==> config.mk <==
export PLATFORM = sky130hd
export DESIGN_NAME = ex_operand_stage
export DESIGN_NICKNAME = d
export VERILOG_FILES = /design/src/rtl/arm_pipe_pkg.sv /design/src/rtl/move_wide_unit.sv /design/src/rtl/ex_operand_stage.sv
export SDC_FILE = /design/constraint.sdc
export NUM_CORES = 1
export LEC_CHECK = 0
export BUFFER_PORTS_ARGS = -buffer_cell sky130_fd_sc_hd__buf_4
export CORE_UTILIZATION = 30
export CTS_CLUSTER_SIZE = 10
export DETAILED_ROUTE_END_ITERATION = 10
export GPL_TIMING_DRIVEN = 0
export PLACE_DENSITY = 0.55
export SETUP_SLACK_MARGIN = 0.02
export SLEW_MARGIN = 10
export SYNTH_ARGS = -nofsm -noshare
export SYNTH_HDL_FRONTEND = slang
export SYNTH_SLANG_ARGS = --single-unit
==> constraint.sdc <==
create_clock -name i_clk -period 3.8 [get_ports i_clk]
set_input_delay 1.14 -clock i_clk [delete_from_list [all_inputs] [get_ports i_clk]]
set_output_delay 1.14 -clock i_clk [all_outputs]
set_load 0.01 [all_outputs]
==> src/rtl/arm_pipe_pkg.sv <==
// Shared types for the ARM pipeline datapath: operand selects, EX control bits
// and the zero-register index helper.
package arm_pipe_pkg;

    typedef enum logic [1:0] {A_REG, A_MOVZ, A_MOVK, A_MOVN} a_sel_e;
    typedef enum logic [1:0] {B_IMM12, B_REG, B_IMM9, B_ZERO} b_sel_e;

    typedef struct packed {
        logic valid;
        logic regwrite;
        logic memread;
    } ex_ctrl_t;

    // XZR is the highest register index; it reads as the raw regfile value and is never forwarded.
    function automatic int xzr_idx(input int nreg);
        return nreg - 1;
    endfunction

endpackage

==> src/rtl/move_wide_unit.sv <==
// Combinational MOVZ/MOVK/MOVN value builder: places the immediate in the
// lane picked by hw, filling the other lanes with zeros (MOVZ/MOVN) or Db (MOVK).
module move_wide_unit
    import arm_pipe_pkg::*;
#(
    parameter  int XLEN  = 64,
    parameter  int IMM_W = 16,
    localparam int NLANE = XLEN / IMM_W,
    localparam int HW_W  = (NLANE > 1) ? $clog2(NLANE) : 1
) (
    input  logic [IMM_W-1:0] i_imm16,
    input  logic [HW_W-1:0]  i_hw,
    input  logic [XLEN-1:0]  i_db,
    input  a_sel_e           i_mode,
    output logic [XLEN-1:0]  o_value
);

    logic [XLEN-1:0] w_movz;
    logic [XLEN-1:0] w_movk;

    for (genvar l = 0; l < NLANE; l++) begin : g_lane
        logic w_hit;
        assign w_hit = (i_hw == HW_W'(l));
        assign w_movz[l*IMM_W +: IMM_W] = w_hit ? i_imm16 : '0;
        assign w_movk[l*IMM_W +: IMM_W] = w_hit ? i_imm16 : i_db[l*IMM_W +: IMM_W];
    end

    always_comb begin
        o_value = w_movz;
        case (i_mode)
            A_MOVK:  o_value = w_movk;
            A_MOVN:  o_value = ~w_movz;
            default: o_value = w_movz;
        endcase
    end

endmodule

==> src/rtl/ex_operand_stage.sv <==
// ID->EX operand stage: operand selection, EX/MEM forwarding, load-use stall
// and the EX pipeline register with valid/ready backpressure and flush.
module ex_operand_stage
    import arm_pipe_pkg::*;
#(
    parameter  int XLEN  = 64,
    parameter  int IMM_W = 16,
    parameter  int NREG  = 32,
    localparam int NLANE = XLEN / IMM_W,
    localparam int HW_W  = (NLANE > 1) ? $clog2(NLANE) : 1,
    localparam int RA_W  = $clog2(NREG)
) (
    input  logic              i_clk,
    input  logic              i_reset_n,
    input  logic              i_id_valid,
    output logic              o_id_ready,
    input  logic [RA_W-1:0]   i_id_rn,
    input  logic [RA_W-1:0]   i_id_rb,
    input  logic [XLEN-1:0]   i_id_da,
    input  logic [XLEN-1:0]   i_id_db,
    input  logic [RA_W-1:0]   i_id_rd,
    input  logic              i_id_regwrite,
    input  logic              i_id_memread,
    input  logic [1:0]        i_id_a_sel,
    input  logic [1:0]        i_id_b_sel,
    input  logic [11:0]       i_id_imm12,
    input  logic [8:0]        i_id_imm9,
    input  logic [IMM_W-1:0]  i_id_imm16,
    input  logic [HW_W-1:0]   i_id_hw,
    input  logic              i_flush,
    input  logic [XLEN-1:0]   i_ex_alu_out,
    input  logic [RA_W-1:0]   i_mem_rd,
    input  logic              i_mem_regwrite,
    input  logic [XLEN-1:0]   i_mem_wdata,
    output logic              o_ex_valid,
    input  logic              i_ex_ready,
    output logic [XLEN-1:0]   o_ex_op_a,
    output logic [XLEN-1:0]   o_ex_op_b,
    output logic [XLEN-1:0]   o_ex_store_data,
    output logic [RA_W-1:0]   o_ex_rd,
    output logic              o_ex_regwrite,
    output logic              o_ex_memread
);

    localparam logic [RA_W-1:0] XZR = RA_W'(xzr_idx(NREG));

    typedef struct packed {
        ex_ctrl_t        ctrl;
        logic [RA_W-1:0] rd;
        logic [XLEN-1:0] op_a;
        logic [XLEN-1:0] op_b;
        logic [XLEN-1:0] store_data;
    } ex_reg_t;

    ex_reg_t         r_ex;
    ex_reg_t         w_ex_next;
    a_sel_e          w_a_sel;
    b_sel_e          w_b_sel;
    logic            w_ex_fwd_ok;
    logic [XLEN-1:0] w_fwd_da;
    logic [XLEN-1:0] w_fwd_db;
    logic [XLEN-1:0] w_mw_value;
    logic            w_uses_rb;
    logic            w_hazard;
    logic            w_advance;
    logic            w_load;

    assign w_a_sel = a_sel_e'(i_id_a_sel);
    assign w_b_sel = b_sel_e'(i_id_b_sel);

    // A load in EX has no result yet, so only non-load producers forward from EX.
    assign w_ex_fwd_ok = r_ex.ctrl.valid & r_ex.ctrl.regwrite & ~r_ex.ctrl.memread;

    assign w_fwd_da = (i_id_rn == XZR)                          ? i_id_da      :
                      (w_ex_fwd_ok && r_ex.rd == i_id_rn)       ? i_ex_alu_out :
                      (i_mem_regwrite && i_mem_rd == i_id_rn)   ? i_mem_wdata  : i_id_da;

    assign w_fwd_db = (i_id_rb == XZR)                          ? i_id_db      :
                      (w_ex_fwd_ok && r_ex.rd == i_id_rb)       ? i_ex_alu_out :
                      (i_mem_regwrite && i_mem_rd == i_id_rb)   ? i_mem_wdata  : i_id_db;

    move_wide_unit #(.XLEN(XLEN), .IMM_W(IMM_W)) u_move_wide (
        .i_imm16 (i_id_imm16),
        .i_hw    (i_id_hw),
        .i_db    (w_fwd_db),
        .i_mode  (w_a_sel),
        .o_value (w_mw_value)
    );

    // Db is read by register-operand ALU ops, MOVK, and stores (IMM9 without memread).
    assign w_uses_rb = (w_b_sel == B_REG) | (w_a_sel == A_MOVK) |
                       (~i_id_memread & (w_b_sel == B_IMM9));

    assign w_hazard = i_id_valid & r_ex.ctrl.valid & r_ex.ctrl.memread & r_ex.ctrl.regwrite &
                      (r_ex.rd != XZR) &
                      (((r_ex.rd == i_id_rn) & (w_a_sel == A_REG)) |
                       ((r_ex.rd == i_id_rb) & w_uses_rb));

    assign w_advance  = ~r_ex.ctrl.valid | i_ex_ready;
    assign w_load     = i_id_valid & ~i_flush & ~w_hazard;
    assign o_id_ready = (w_advance & ~w_hazard) | i_flush;

    always_comb begin
        w_ex_next                = r_ex;
        w_ex_next.ctrl.valid     = 1'b1;
        w_ex_next.ctrl.regwrite  = i_id_regwrite;
        w_ex_next.ctrl.memread   = i_id_memread;
        w_ex_next.rd             = i_id_rd;
        w_ex_next.store_data     = w_fwd_db;
        w_ex_next.op_a           = (w_a_sel == A_REG) ? w_fwd_da : w_mw_value;
        w_ex_next.op_b           = '0;
        if (w_a_sel == A_REG) begin
            case (w_b_sel)
                B_IMM12: w_ex_next.op_b = {{(XLEN-12){1'b0}}, i_id_imm12};
                B_REG:   w_ex_next.op_b = w_fwd_db;
                B_IMM9:  w_ex_next.op_b = {{(XLEN-9){i_id_imm9[8]}}, i_id_imm9};
                default: w_ex_next.op_b = '0;
            endcase
        end
    end

    // Bubbles clear only the control bits; data fields keep their value to avoid toggling.
    always_ff @(posedge i_clk or negedge i_reset_n) begin
        if (!i_reset_n) begin
            r_ex <= '0;
        end else if (w_advance) begin
            if (w_load) begin
                r_ex <= w_ex_next;
            end else begin
                r_ex.ctrl <= '0;
            end
        end
    end

    assign o_ex_valid      = r_ex.ctrl.valid;
    assign o_ex_regwrite   = r_ex.ctrl.regwrite;
    assign o_ex_memread    = r_ex.ctrl.memread;
    assign o_ex_rd         = r_ex.rd;
    assign o_ex_op_a       = r_ex.op_a;
    assign o_ex_op_b       = r_ex.op_b;
    assign o_ex_store_data = r_ex.store_data;

endmodule

# After elaboration in Yosys (flattened, before gate mapping)
# Index checks and enable logic that the tools add are counted.
totals:
  ff_bits: 200
  out_inout_bits: 201
  input_bits: 327
op_classes:
  n_eq_ne: 14
  bitwise_logic: 24
  mux: 19
  n_reduce_logical: 8
op_table:
  columns: ["operator", "n"]
  rows:
  - ["$mux W64", 8]
  - ["$pmux W64 S3", 1]
  - ["$mux W16", 8]
  - ["$pmux W64 S2", 1]
  - ["$not A64 Y64", 1]
  - ["$eq A5 B5 Y1", 4]
  - ["$and A1 B1 Y1", 13]
  - ["$eq A2 B2 Y1 const B", 5]
  - ["$eq A5 B5 Y1 const B", 2]
  - ["$logic_not A2 Y1", 3]
  - ["$ne A5 B5 Y1 const B", 1]
  - ["$not A1 Y1", 5]
  - ["$or A1 B1 Y1", 5]
  - ["$eq A2 B1 Y1 const B", 2]
  - ["$logic_and A1 B1 Y1", 4]
  - ["$mux W3", 1]
  - ["$reduce_and A2 Y1", 1]

# Depth between registers and ports, before layout
logic_depth:
  depth_word: 9
  ltp_mapped: 11
  mapped_depth_nobuf: 7

# Modules after synthesis
# Synthesis repeated with hierarchy kept, for this count alone.
hier_totals:
  cells_unflattened: 1687
  hier_area_um2: 13699.4
by_module_without_submodules:
  columns: ["module", "cells_per_inst", "seq_area_each_um2", "area_each_um2", "instances"]
  rows:
  - ["ex_operand_stage", 1405, 5004.8, 12012.8, 1]
  - ["move_wide_unit", 282, 0.0, 1686.6, 1]

# Worst setup path before layout
# OpenSTA, ideal clock, no wires.
synth_path:
  kind: "input port to output port"
  from: "input i_id_b_sel[0]"
  to: "output o_id_ready"
  slack_ns: 0.328
  t_arrival_ns: 2.332
  stages: 6
  cell_sequence: "buf_4 -> nor3b_1 -> nor3_2 -> nor4_4 -> a21o_1 -> o21bai_1"
synth_via:
  elab_chain_cells: 9
  word_cells_on_any_way: 11
synth_rtl:
  columns: ["element", "line_no", "source"]
  rows:
  - ["start: declaration", "ex_operand_stage.sv:25", "input logic [1:0] i_id_b_sel,"]
  - ["$eq A2 B1 Y1 / $eq A2 B2 Y1 (equally long branches)", "ex_operand_stage.sv:91, ex_operand_stage.sv:92", null]
  - ["$or A1 B1 Y1 / $and A1 B1 Y1 (equally long branches)", "ex_operand_stage.sv:91, ex_operand_stage.sv:92", null]
  - ["$or A1 B1 Y1 *", "ex_operand_stage.sv:91", "assign w_uses_rb = (w_b_sel == B_REG) | (w_a_sel == A_MOVK) |"]
  - ["$and A1 B1 Y1 *", "ex_operand_stage.sv:97", "((r_ex.rd == i_id_rb) & w_uses_rb));"]
  - ["$or A1 B1 Y1 *", "ex_operand_stage.sv:96", "(((r_ex.rd == i_id_rn) & (w_a_sel == A_REG)) |"]
  - ["$and A1 B1 Y1 *", "ex_operand_stage.sv:95", "(r_ex.rd != XZR) &"]
  - ["$not A1 Y1 *", "ex_operand_stage.sv:101", "assign o_id_ready = (w_advance & ~w_hazard) | i_flush;"]
  - ["$and A1 B1 Y1 *", "ex_operand_stage.sv:101", null]
  - ["$or A1 B1 Y1 *", "ex_operand_stage.sv:101", null]
  - ["end: declaration", "ex_operand_stage.sv:16", "output logic o_id_ready,"]
# Every way passes the cells marked *; elsewhere a longest branch is shown, timed or not.

# Final worst setup path
layout_path:
  from: "input i_id_rb[3]"
  to: "output o_id_ready"
layout_via:
  elab_chain_cells: 7
layout_rtl:
  columns: ["element", "line_no", "source"]
  rows:
  - ["start: declaration", "ex_operand_stage.sv:18", "input logic [RA_W-1:0] i_id_rb,"]
  - ["$eq A5 B5 Y1", "ex_operand_stage.sv:97", null]
  - ["$and A1 B1 Y1", "ex_operand_stage.sv:97", null]
  - ["$or A1 B1 Y1", "ex_operand_stage.sv:96", null]
  - ["$and A1 B1 Y1", "ex_operand_stage.sv:95", null]
  - ["$not A1 Y1", "ex_operand_stage.sv:101", null]
  - ["$and A1 B1 Y1", "ex_operand_stage.sv:101", null]
  - ["$or A1 B1 Y1", "ex_operand_stage.sv:101", null]
# No other way between the ends.

==> flow_metrics.py <==
metrics = {
    "synth": {
        "synth_top_area_frac": 0.3922,
        "ys_types": 72,
        "ys.warnings.count": 0,
        "seq_area_frac_synth": 0.3922,
        "synth-seq-cells": 200,
        "syn_avg_cell_area_um2": 8.850,
        "synth.net_count": 1769,
        "syn_inst": 1442,
        "synth_area_um2": 12760,
        "yosys.area.top_type": "dfrtp_1",
        "ys_top_cells_by_area": "dfrtp_1 39%, nand2_1 6.1%, o22ai_1 5.7%, a22oi_1 3.8%, nor2_1 3.7%",
        "synthFlopType": "dfrtp_1",
        "async_reset_ff_frac": 1.000,
        "synth-edff-count": 0,
    },
    "timing": {
        "hold_viol": 0,
        "finalCriticalPeriod_ps": 3748,
        "setup-violations-final": 0,
        "relSlewSlack": 0.1188,
        "rsz0062_at_grt": "false",
        "fin_ws_ps": 52.16,
        "slew_viol_final": 0,
        "finalClockSkew_ps": 10.66,
        "worst_slew_pin_slew_ps": 1310,
        "fmax_ghz": 0.2668,
        "fin_crit_sh": 0.9863,
    },
    "global_routing": {
        "grt_pass1_vias": 15462,
        "antenna_found_initial": 8,
        "overflow": 0,
        "grt_pass1_wl_um": 107300,
        "grt_max_degree": 93,
        "track_usage": 0.3370,
    },
    "placement": {
        "place_area_um2": 17340,
        "port_buffers": 512,
        "gp_congestion": 0.9512,
        "hpwl_um": 57510,
        "post-place-ws_ps": -296.9,
    },
    "floorplan": {
        "die_w_um": 208.3,
        "core-area_um2": 41950,
        "die_area_um2": 43370,
        "placementRows": 75,
        "start_util": 0.3043,
        "io_pins": 528,
        "dieHeight_um": 208.3,
    },
    "cts": {
        "cts.path.max_buffers": 2,
        "clk_latency_ps": 470,
        "clk_pin_slew_ps": 70,
        "cts_num_sinks": 200,
        "cts_hold_buf": 0,
        "cts_buffers": 17,
        "htreeDepth": 4,
        "cts_tree": "built",
        "cts-root-buf": "clkbuf_16",
    },
    "worst_setup_path": {
        "crit_path_frequent_cell": "buf_4",
        "critPathKind": "primary input to primary output",
        "path_cells": "buf_4, xnor2_1, nand3_4, nor4_4, a21o_1, o21bai_1, buf_4",
        "cp_top_family": "simple AND/OR/NAND/NOR gates",
        "crit_buf_inv": 2,
        "crit_arrival_ps": 2610,
        "timing.reg2reg.setup_slack_ps": 500,
        "worst_path_largest_cell_delay_ps": 350,
        "slowest_stage": "nor4_4",
        "crit_required_ps": 2660,
        "critPathMaxFanout": 7,
        "endpoint_kind": "primary output",
        "startpoint_type": "primary input",
    },
    "run_status": {
        "status": "finished clean",
    },
    "pwr": {
        "p_per_area_nw_per_um2": 366.2,
        "p_leak_nw": 7.865,
        "p_total_mw": 6.579,
        "ir_drop_mv": 0.3189,
    },
    "routing": {
        "postRouteAntennaNets": 0,
        "avgRoutedWirePerCell_um": 29.33,
        "viasPerCell": 5.919,
        "totalWireLength_um": 74400,
        "drt_iter0_drc": 1443,
        "routed-via-count": 15016,
        "drc": 0,
        "dr.pass1.iters": 6,
    },
    "job": {
        "max-cap-violations": 0,
    },
    "finish": {
        "synthToLayoutAreaGrowth_pct": 40.76,
        "fin_util": 0.4283,
        "drive_above_1_share": 0.3446,
        "fin_area_um2": 17960,
        "layout.nets": 2305,
    },
    "min_path": {
        "hp-class": "register to register",
    },
}
-- power by group --
group / switching, mW / total [mW] / leakage (nW) / internal, mW
Clock: 0.955 / 1.89 / 0.271 / 0.935
Combinational: 1.08 / 2.04 / 5.12 / 0.958
Sequential: 0.219 / 2.65 / 2.47 / 2.43
-- flip-flops by register name, summed over array words and instances, names as in the netlist --
name and count:
o_ex_memread 1, o_ex_valid 1, o_ex_op_a 64, o_ex_op_b 64
o_ex_regwrite 1, o_ex_rd 5, o_ex_store_data 64
-- metrics by stage --
stage	std cells	hold slack [ps]	setup TNS (ps)
finish	2537	485.5	0
global route	2536	501.5	0
CTS	2529	487.8	0
detailed placement	2495	470.5	-19190
global placement	2493	464.5	-22570
floorplan	1442	501.8	0
-- cells in the mapped netlist, types with 6 or more instances --
library cell	instances
a2111oi_1	10
a2111oi_2	21
a21o_1	10
a21oi_1	15
a221o_1	15
a221oi_1	47
a22oi_1	64
a311oi_1	10
a31oi_1	13
a32o_1	6
and3_1	11
buf_1	7
buf_2	50
buf_4	14
buf_6	9
clkbuf_1	70
dfrtp_1	200
nand2_1	206
nand3_1	10
nor2_1	125
nor3_1	45
nor3_2	6
o211a_1	6
o211ai_1	46
o211ai_2	6
o21a_1	47
o21ai_0	64
o22a_1	51
o22ai_1	117
o2bb2ai_1	15
o31a_1	10
xnor2_1	24
xor2_1	10
-- cells in the final DEF (no fill, tap or decap), types with 11 or more instances in the layout --
cell type / n
a2111oi_2: 21
a21oi_1: 15
a221o_1: 15
a221oi_1: 47
a22oi_1: 64
a31oi_1: 13
and3_1: 11
buf_2: 50
buf_4: 528
clkbuf_1: 72
clkbuf_16: 17
dfrtp_1: 200
nand2_1: 206
nor2_1: 125
nor3_1: 45
o211ai_1: 46
o21a_1: 47
o21ai_0: 64
o22a_1: 51
o22ai_1: 117
o2bb2ai_1: 15
xnor2_1: 24
-- area by class of cell --
cell class	instances	area, um2
Fill cell	4326	23980
Clock inverter	12	116.4
Buffer	151	750.7
Multi-Input combinational cell	1086	7007
Timing Repair Buffer	517	3929
Clock buffer	20	446.7
Sequential cell	200	5005
Antenna cell	7	17.52
Inverter	5	18.77
Tap cell	539	674.4
-- per-layer routing --
metal / share of wire / track usage / vias to the layer above
met1: 0.41 / 0.4239 / 7477
met2: 0.48 / 0.5659 / 834
met5: 0.00020 / 0 / -
met3: 0.083 / 0.08091 / 124
li1: - / - / 6579
met4: 0.029 / 0.1083 / 2
-- tightest hold or removal path, cell delays in order, from the launching register on --
cell and delay (ps):
dfrtp_1 340, nand2_1 50, o21ai_0 60
-- logic make-up after synthesis --
group	after synthesis	share of synthesized area
multiplexers	5	0.004314
AO/OA/AOI/OAI	595	0.3571
AND/OR/NAND/NOR	452	0.1628
flip-flops	200	0.3922
XOR/XNOR	34	0.02333
buffers and inverters	156	0.06029
-- final timing paths --
path | start | depth (start not counted) | endpoint
worst max-delay path | i_id_rb[3] | 7 | o_id_ready
worst min-delay path | o_ex_store_data[3] | 2 | o_ex_store_data[3]
worst max register to register | o_ex_rd[2] | 9 | o_ex_op_b[56]
worst min register to register | o_ex_store_data[3] | 2 | o_ex_store_data[3]
max in group asynchronous | i_reset_n | 3 | o_ex_op_a[23]
min in group asynchronous | i_reset_n | 1 | o_ex_op_a[60]
-- timing repair --
| item | 4_1_cts | 5_1_grt |
|---|---|---|
| endpoints found under the setup margin | 1 | 1 |
| buffers inserted | 2 | 1 |
| resized for setup | 0 | 3 |
| pin swaps | 1 | 1 |
Note: power is estimated with default switching activity, not from simulation.
